[src/rtl/fetch_pkg.sv]
// Shared types and constants for the instruction-fetch sequencer.
// The optional FETCH_PERF_CNT_EN build adds stall and flush counters to fetch_sequencer.
package fetch_pkg;

  localparam int DEF_ADDR_W  = 10;
  localparam int DEF_INSTR_W = 32;
  localparam int unsigned PC_INC = 32'd4;

  typedef enum logic [1:0] {
    IDLE  = 2'd0,
    FETCH = 2'd1,
    DRAIN = 2'd2
  } fetch_state_t;

endpackage

[src/rtl/fetch_redirect_sel.sv]
// Next-PC selection: jump beats branch_taken beats sequential pc+4.
// Redirect targets are forced to a 4-byte boundary.
module fetch_redirect_sel
  import fetch_pkg::*;
#(
  parameter int ADDR_W = DEF_ADDR_W
) (
  input  logic [ADDR_W-1:0] pc,
  input  logic              jump,
  input  logic [ADDR_W-1:0] jump_address,
  input  logic              branch_taken,
  input  logic [ADDR_W-1:0] branch_address,
  output logic [ADDR_W-1:0] next_pc,
  output logic              redirect
);

  // Priority select with alignment masking on the redirect paths.
  always_comb begin
    next_pc  = pc + ADDR_W'(PC_INC);
    redirect = 1'b0;
    if (jump) begin
      next_pc  = {jump_address[ADDR_W-1:2], 2'b00};
      redirect = 1'b1;
    end else if (branch_taken) begin
      next_pc  = {branch_address[ADDR_W-1:2], 2'b00};
      redirect = 1'b1;
    end else begin
      next_pc  = pc + ADDR_W'(PC_INC);
      redirect = 1'b0;
    end
  end

endmodule

[src/rtl/fetch_sequencer.sv]
// Instruction-fetch sequencer: owns the PC, handshakes with a variable-latency
// imem, buffers one instruction for ID and applies redirects with flush.
// Define FETCH_PERF_CNT_EN to add the perf_stall_cycles / perf_flushes counters.
module fetch_sequencer
  import fetch_pkg::*;
#(
  parameter int                ADDR_W   = DEF_ADDR_W,
  parameter int                INSTR_W  = DEF_INSTR_W,
  parameter logic [ADDR_W-1:0] RESET_PC = {ADDR_W{1'b0}}
) (
  input  logic               clk,
  input  logic               reset,
  input  logic               en,
  input  logic               stall,
  input  logic               branch_taken,
  input  logic [ADDR_W-1:0]  branch_address,
  input  logic               jump,
  input  logic [ADDR_W-1:0]  jump_address,
  output logic               imem_req,
  output logic [ADDR_W-1:0]  imem_addr,
  input  logic               imem_ack,
  input  logic [INSTR_W-1:0] imem_rdata,
  output logic               if_valid,
  output logic [INSTR_W-1:0] if_instr,
  output logic [ADDR_W-1:0]  if_pc,
  output logic [ADDR_W-1:0]  if_pc_plus4,
  output logic               flush_ifid
`ifdef FETCH_PERF_CNT_EN
  ,
  output logic [15:0]        perf_stall_cycles,
  output logic [15:0]        perf_flushes
`endif
);

  fetch_state_t       state_r;
  fetch_state_t       state_next_s;
  logic [ADDR_W-1:0]  pc_r;
  logic [ADDR_W-1:0]  drain_addr_r;
  logic               if_valid_r;
  logic [INSTR_W-1:0] if_instr_r;
  logic [ADDR_W-1:0]  if_pc_r;
  logic [ADDR_W-1:0]  if_pc_plus4_r;
  logic               flush_r;

  logic [ADDR_W-1:0]  next_pc_s;
  logic               redirect_s;
  logic               can_accept_s;
  logic               req_s;
  logic [ADDR_W-1:0]  addr_s;
  logic               capture_s;
  logic               kill_s;

  fetch_redirect_sel #(.ADDR_W(ADDR_W)) u_redirect_sel (
    .pc             (pc_r),
    .jump           (jump),
    .jump_address   (jump_address),
    .branch_taken   (branch_taken),
    .branch_address (branch_address),
    .next_pc        (next_pc_s),
    .redirect       (redirect_s)
  );

  // A request may only complete into a buffer that is empty or being consumed.
  assign can_accept_s = !if_valid_r || !stall;
  assign capture_s    = (state_r == FETCH) && can_accept_s && imem_ack && !redirect_s;
  assign kill_s       = (state_r == FETCH) && can_accept_s && !imem_ack && redirect_s;

  // State register.
  always_ff @(posedge clk) begin
    if (reset) begin
      state_r <= IDLE;
    end else begin
      state_r <= state_next_s;
    end
  end

  // Next-state logic.
  always_comb begin
    state_next_s = state_r;
    case (state_r)
      IDLE: begin
        if (redirect_s) begin
          state_next_s = en ? FETCH : IDLE;
        end else if (en && can_accept_s) begin
          state_next_s = FETCH;
        end else begin
          state_next_s = IDLE;
        end
      end
      FETCH: begin
        if (kill_s) begin
          state_next_s = DRAIN;
        end else if (redirect_s) begin
          state_next_s = en ? FETCH : IDLE;
        end else if (!can_accept_s) begin
          state_next_s = IDLE;
        end else if (imem_ack) begin
          state_next_s = en ? FETCH : IDLE;
        end else begin
          state_next_s = FETCH;
        end
      end
      DRAIN: begin
        if (imem_ack) begin
          state_next_s = en ? FETCH : IDLE;
        end else begin
          state_next_s = DRAIN;
        end
      end
      default: begin
        state_next_s = IDLE;
      end
    endcase
  end

  // Output logic: the request is withdrawn while the buffer cannot take data.
  always_comb begin
    req_s  = 1'b0;
    addr_s = pc_r;
    case (state_r)
      IDLE: begin
        req_s  = 1'b0;
        addr_s = pc_r;
      end
      FETCH: begin
        req_s  = can_accept_s;
        addr_s = pc_r;
      end
      DRAIN: begin
        req_s  = 1'b1;
        addr_s = drain_addr_r;
      end
      default: begin
        req_s  = 1'b0;
        addr_s = pc_r;
      end
    endcase
  end

  // PC, drain address, IF/ID buffer and flush pulse.
  always_ff @(posedge clk) begin
    if (reset) begin
      pc_r          <= RESET_PC;
      drain_addr_r  <= {ADDR_W{1'b0}};
      if_valid_r    <= 1'b0;
      if_instr_r    <= {INSTR_W{1'b0}};
      if_pc_r       <= {ADDR_W{1'b0}};
      if_pc_plus4_r <= {ADDR_W{1'b0}};
      flush_r       <= 1'b0;
    end else begin
      flush_r <= redirect_s;
      if (kill_s) begin
        drain_addr_r <= pc_r;
      end
      if (redirect_s) begin
        pc_r       <= next_pc_s;
        if_valid_r <= 1'b0;
      end else if (capture_s) begin
        pc_r          <= next_pc_s;
        if_valid_r    <= 1'b1;
        if_instr_r    <= imem_rdata;
        if_pc_r       <= pc_r;
        if_pc_plus4_r <= pc_r + ADDR_W'(PC_INC);
      end else if (if_valid_r && !stall) begin
        if_valid_r <= 1'b0;
      end
    end
  end

`ifdef FETCH_PERF_CNT_EN
  logic [15:0] perf_stall_r;
  logic [15:0] perf_flush_r;

  // Saturating event counters.
  always_ff @(posedge clk) begin
    if (reset) begin
      perf_stall_r <= 16'd0;
      perf_flush_r <= 16'd0;
    end else begin
      if (if_valid_r && stall && (perf_stall_r != 16'hFFFF)) begin
        perf_stall_r <= perf_stall_r + 16'd1;
      end
      if (flush_r && (perf_flush_r != 16'hFFFF)) begin
        perf_flush_r <= perf_flush_r + 16'd1;
      end
    end
  end

  assign perf_stall_cycles = perf_stall_r;
  assign perf_flushes      = perf_flush_r;
`endif

  assign imem_req    = req_s;
  assign imem_addr   = addr_s;
  assign if_valid    = if_valid_r;
  assign if_instr    = if_instr_r;
  assign if_pc       = if_pc_r;
  assign if_pc_plus4 = if_pc_plus4_r;
  assign flush_ifid  = flush_r;

endmodule

[config.mk]
export PLATFORM = sky130hd
export DESIGN_NAME = fetch_sequencer
export DESIGN_NICKNAME = d
export VERILOG_FILES = /design/src/rtl/fetch_pkg.sv /design/src/rtl/fetch_redirect_sel.sv /design/src/rtl/fetch_sequencer.sv
export SDC_FILE = /design/constraint.sdc
export NUM_CORES = 1
export LEC_CHECK = 0
export BUFFER_PORTS_ARGS = -buffer_cell sky130_fd_sc_hd__buf_4
export CORE_MARGIN = 4
export CORE_UTILIZATION = 43
export DETAILED_ROUTE_END_ITERATION = 10
export PLACE_DENSITY = 0.76
export SYNTH_ARGS = -nofsm -noshare
export SYNTH_HDL_FRONTEND = slang
export SYNTH_SLANG_ARGS = --single-unit
[constraint.sdc]
create_clock -name clk -period 1.6 [get_ports clk]
set_input_delay 0.32 -clock clk [delete_from_list [all_inputs] [get_ports clk]]
set_output_delay 0.32 -clock clk [all_outputs]
set_load 0.02 [all_outputs]
==> impl_metrics.json <==
{
  "outcome": "finished with violations",
  "violations": "negative setup slack",
  "ys.warnings.count": 0,
  "fin_area_sq_um": 5170,
  "cts_max_level": 3,
  "ctsHoldBuffers": 0,
  "swShare_pct": 24.7,
  "holdPathStages": 3,
  "ant_nets": 0,
  "dr.pass1.iters": 4,
  "cellLeakagePower_nw": 2.32,
  "worst-r2r-setup-slack_ns": -0.21,
  "nets": 570,
  "placeableCoreArea_sq_um": 6490,
  "r2r-start": "state_r[1]",
  "postSynthRegisterBits": 68,
  "cp_max_fo": 5,
  "grt_antenna_before_repair": 0,
  "io_pins": 124,
  "die_height_um": 90.9,
  "netlist_area_sq_um": 2950,
  "dieArea_sq_um": 8260,
  "cp_data_required_time_ns": 1.28,
  "cts_buffers": 9,
  "post-route-min-period_ns": 1.83,
  "synth_top_area_share_pct": 46.1,
  "grt_start_max_net_pins": 32,
  "hold_viol": 0,
  "placed_cell_area_sq_um": 3970,
  "grt_pass1_wl_um": 15700,
  "grt_pass1_vias": 3128,
  "wl_per_cell_um": 17.6,
  "wl_um": 10400,
  "p_sw_w": 0.00102,
  "vias": 3120,
  "rsz0062_at_grt": "yes",
  "synth_area_leader_cell": "dfxtp_1",
  "drv_slew": 0,
  "place.gp.congestion": 0.820,
  "ys_seq_area_share_pct": 46.1,
  "std_cell_rows": 29,
  "ff2ff_path_depth": 10,
  "cts_root_buf": "clkbuf_8",
  "intPower_w": 0.00312,
  "clock_sinks": 68,
  "hold_class": "primary input to flop",
  "initialDrtViolationCount": 148,
  "hold-path-endpoint": "if_instr[25]",
  "power_frac_comb_pct": 15.9,
  "critPathArrivalTime_ns": 1.51,
  "io_buffer_count": 113,
  "synth_cells": 359,
  "cts_buffer_depth": 2,
  "fmax_ghz": 0.546,
  "setup_viol": 73,
  "reg2reg_to": "if_instr[1]",
  "layout.cells.non_filler": 587,
  "track_usage_pct": 23.4,
  "power.density_nw_per_um2": 802,
  "startpoint_type": "flop",
  "drc": 0,
  "dp_cells": 547,
  "vias_per_cell": 5.32,
  "clkLatencyLatePin_ns": 0.34,
  "final.setup.worst_slack_ns": -0.230,
  "hold_start": "imem_rdata[25]",
  "power.ir.vdd_worst_uv": 571,
  "finalClockSkew_ns": 0.00834,
  "cts_tree": "done",
  "period_share_pct": 114,
  "drv_cap": 0,
  "post_synth_num_cell_types": 40,
  "initial_utilization_pct": 45.5,
  "power.share.clock_pct": 41.5,
  "end_kind": "output pin",
  "syn-mean-instance-area_sq_um": 8.23,
  "path_class": "flop to output pin",
  "clk_pin_slew_ns": 0.07,
  "hpwl_um": 5880,
  "drive_above_1_share_pct": 56.9,
  "diodes": 0,
  "die_w_um": 90.9,
  "grt-ovfl-total": 0,
  "netlist_top_cells_area": "dfxtp_1 46%, nand2_1 12%, a21oi_1 8.8%, nor2_1 3.2%, mux2i_1 3.0%",
  "syn_to_final_growth_pct": 75.0,
  "power_frac_seq_pct": 42.6
}
[worst max-delay path, cell delays in order (launching register included)]
cell and delay (ns):
dfxtp_2 0.34, buf_6 0.11, ha_4 0.16, buf_12 0.13
mux2_4 0.30, buf_6 0.13
[worst max-delay path by stage]
stage                           from            to  slack, ns
after floorplan           state_r[0]  imem_addr[2]    -0.0009
after global placement    state_r[1]      imem_req      -0.07
after detailed placement  state_r[0]  if_instr[15]      -0.16
after CTS                 state_r[1]  imem_addr[9]      -0.24
after global routing      state_r[1]      if_pc[8]      -0.28
final                     state_r[1]  imem_addr[9]      -0.23
[cell families (layout without fill, tap and decap cells)]
family | Yosys count | count (layout) | synth area share, %
AND/OR/NAND/NOR | 148 | 148 | 21.8
AO/OA/AOI/OAI | 79 | 79 | 16.2
flip-flops | 68 | 68 | 46.1
buffers and inverters | 36 | 182 | 6.10
multiplexers | 17 | 17 | 6.10
adder cells (fa/ha/maj) | 5 | 5 | 2.12
XOR/XNOR | 5 | 5 | 1.48
other | 1 | 6 | 0.127
[synthesized netlist by cell type (all sizes together)]
cell type,count
nand3b,1
dfxtp,68
inv,5
a21oi,52
a21boi,1
o31ai,1
a31oi,1
nor3,10
ha,5
or2,1
nor2,26
nand2,94
conb,1
mux2i,9
o21ai,4
nand3,5
nor4,2
nor2b,3
a21bo,1
o21a,4
a311o,1
nand2b,4
a222oi,1
mux2,8
clkbuf,12
o32ai,1
a211oi,8
and2,1
o211ai,2
xnor2,5
buf,19
nand4,1
a22oi,2
[layout make-up]
class	instances	area (sq um)
tap	77	96.3
clock buffer	10	138
fill	421	1330
clock inverter	5	100
inverter	5	21.3
sequential	68	1370
multi-input combinational	260	1990
timing repair buffer	162	1460
[stage by stage]
stage | hold slack [ns] | util, % | TNS (ns) | total power (W) | setup slack [ns]
floorplan | 0.454 | - | -0.00641 | 0.00206 | -0.000915
global placement | 0.443 | 61.1 | -2.39 | 0.00228 | -0.0670
detailed placement | 0.448 | 61.1 | -5.98 | 0.00229 | -0.157
CTS | 0.214 | 76.3 | -8.91 | 0.00408 | -0.236
global route | 0.220 | 79.6 | -14.56 | 0.00430 | -0.278
finish | 0.227 | 79.6 | -9.90 | 0.00414 | -0.230
[power by group through the flow]
stage / logic, W / clock network, W / registers (W)
after floorplan: 0.000257 / 0 / 0.00181
after global placement: 0.000485 / 0 / 0.00179
after detailed placement: 0.000492 / 0 / 0.00180
after CTS: 0.000601 / 0.00172 / 0.00176
after global routing: 0.000701 / 0.00183 / 0.00177
final: 0.000660 / 0.00172 / 0.00176
[placed cells by master, fill, tap and decap left out, drive strengths merged, types with 3 or more instances in the layout]
cell type,synthesis,routed
xnor2,5,5
ha,5,5
buf,19,162
mux2,8,8
dfxtp,68,68
nand2b,4,4
clkbuf,12,10
nor3,10,10
bufinv,0,3
nor2,26,26
o21ai,4,4
a21oi,52,52
nand3,5,5
o21a,4,4
nor2b,3,3
conb,1,6
inv,5,5
nand2,94,94
a211oi,8,8
mux2i,9,9
[per-layer routing]
layer  routed length, um  up-vias  part of all wire (%)  track usage [%]
met5                   0        -                     0                0
li1                    -     1485                     -                -
met3                 577       16                   5.6             4.75
met2                5560      107                    54             42.1
met4                 191        0                   1.8             7.66
met1                4030     1512                    39             27.8
[state kept, by name, indices dropped and copies added (netlist names)]
register      count
state_r           2
if_pc_plus4       8
if_valid          1
flush_ifid        1
pc_r              8
if_instr         32
if_pc             8
drain_addr_r      8
[repair_timing]
item / in CTS / in global routing
cloned: 6 / 0
setup endpoints to repair: 67 / 73
buffers inserted: 22 / 8
pin swaps: 40 / 64
resized for setup: 95 / 89
Power figures use the tool's default switching activity.
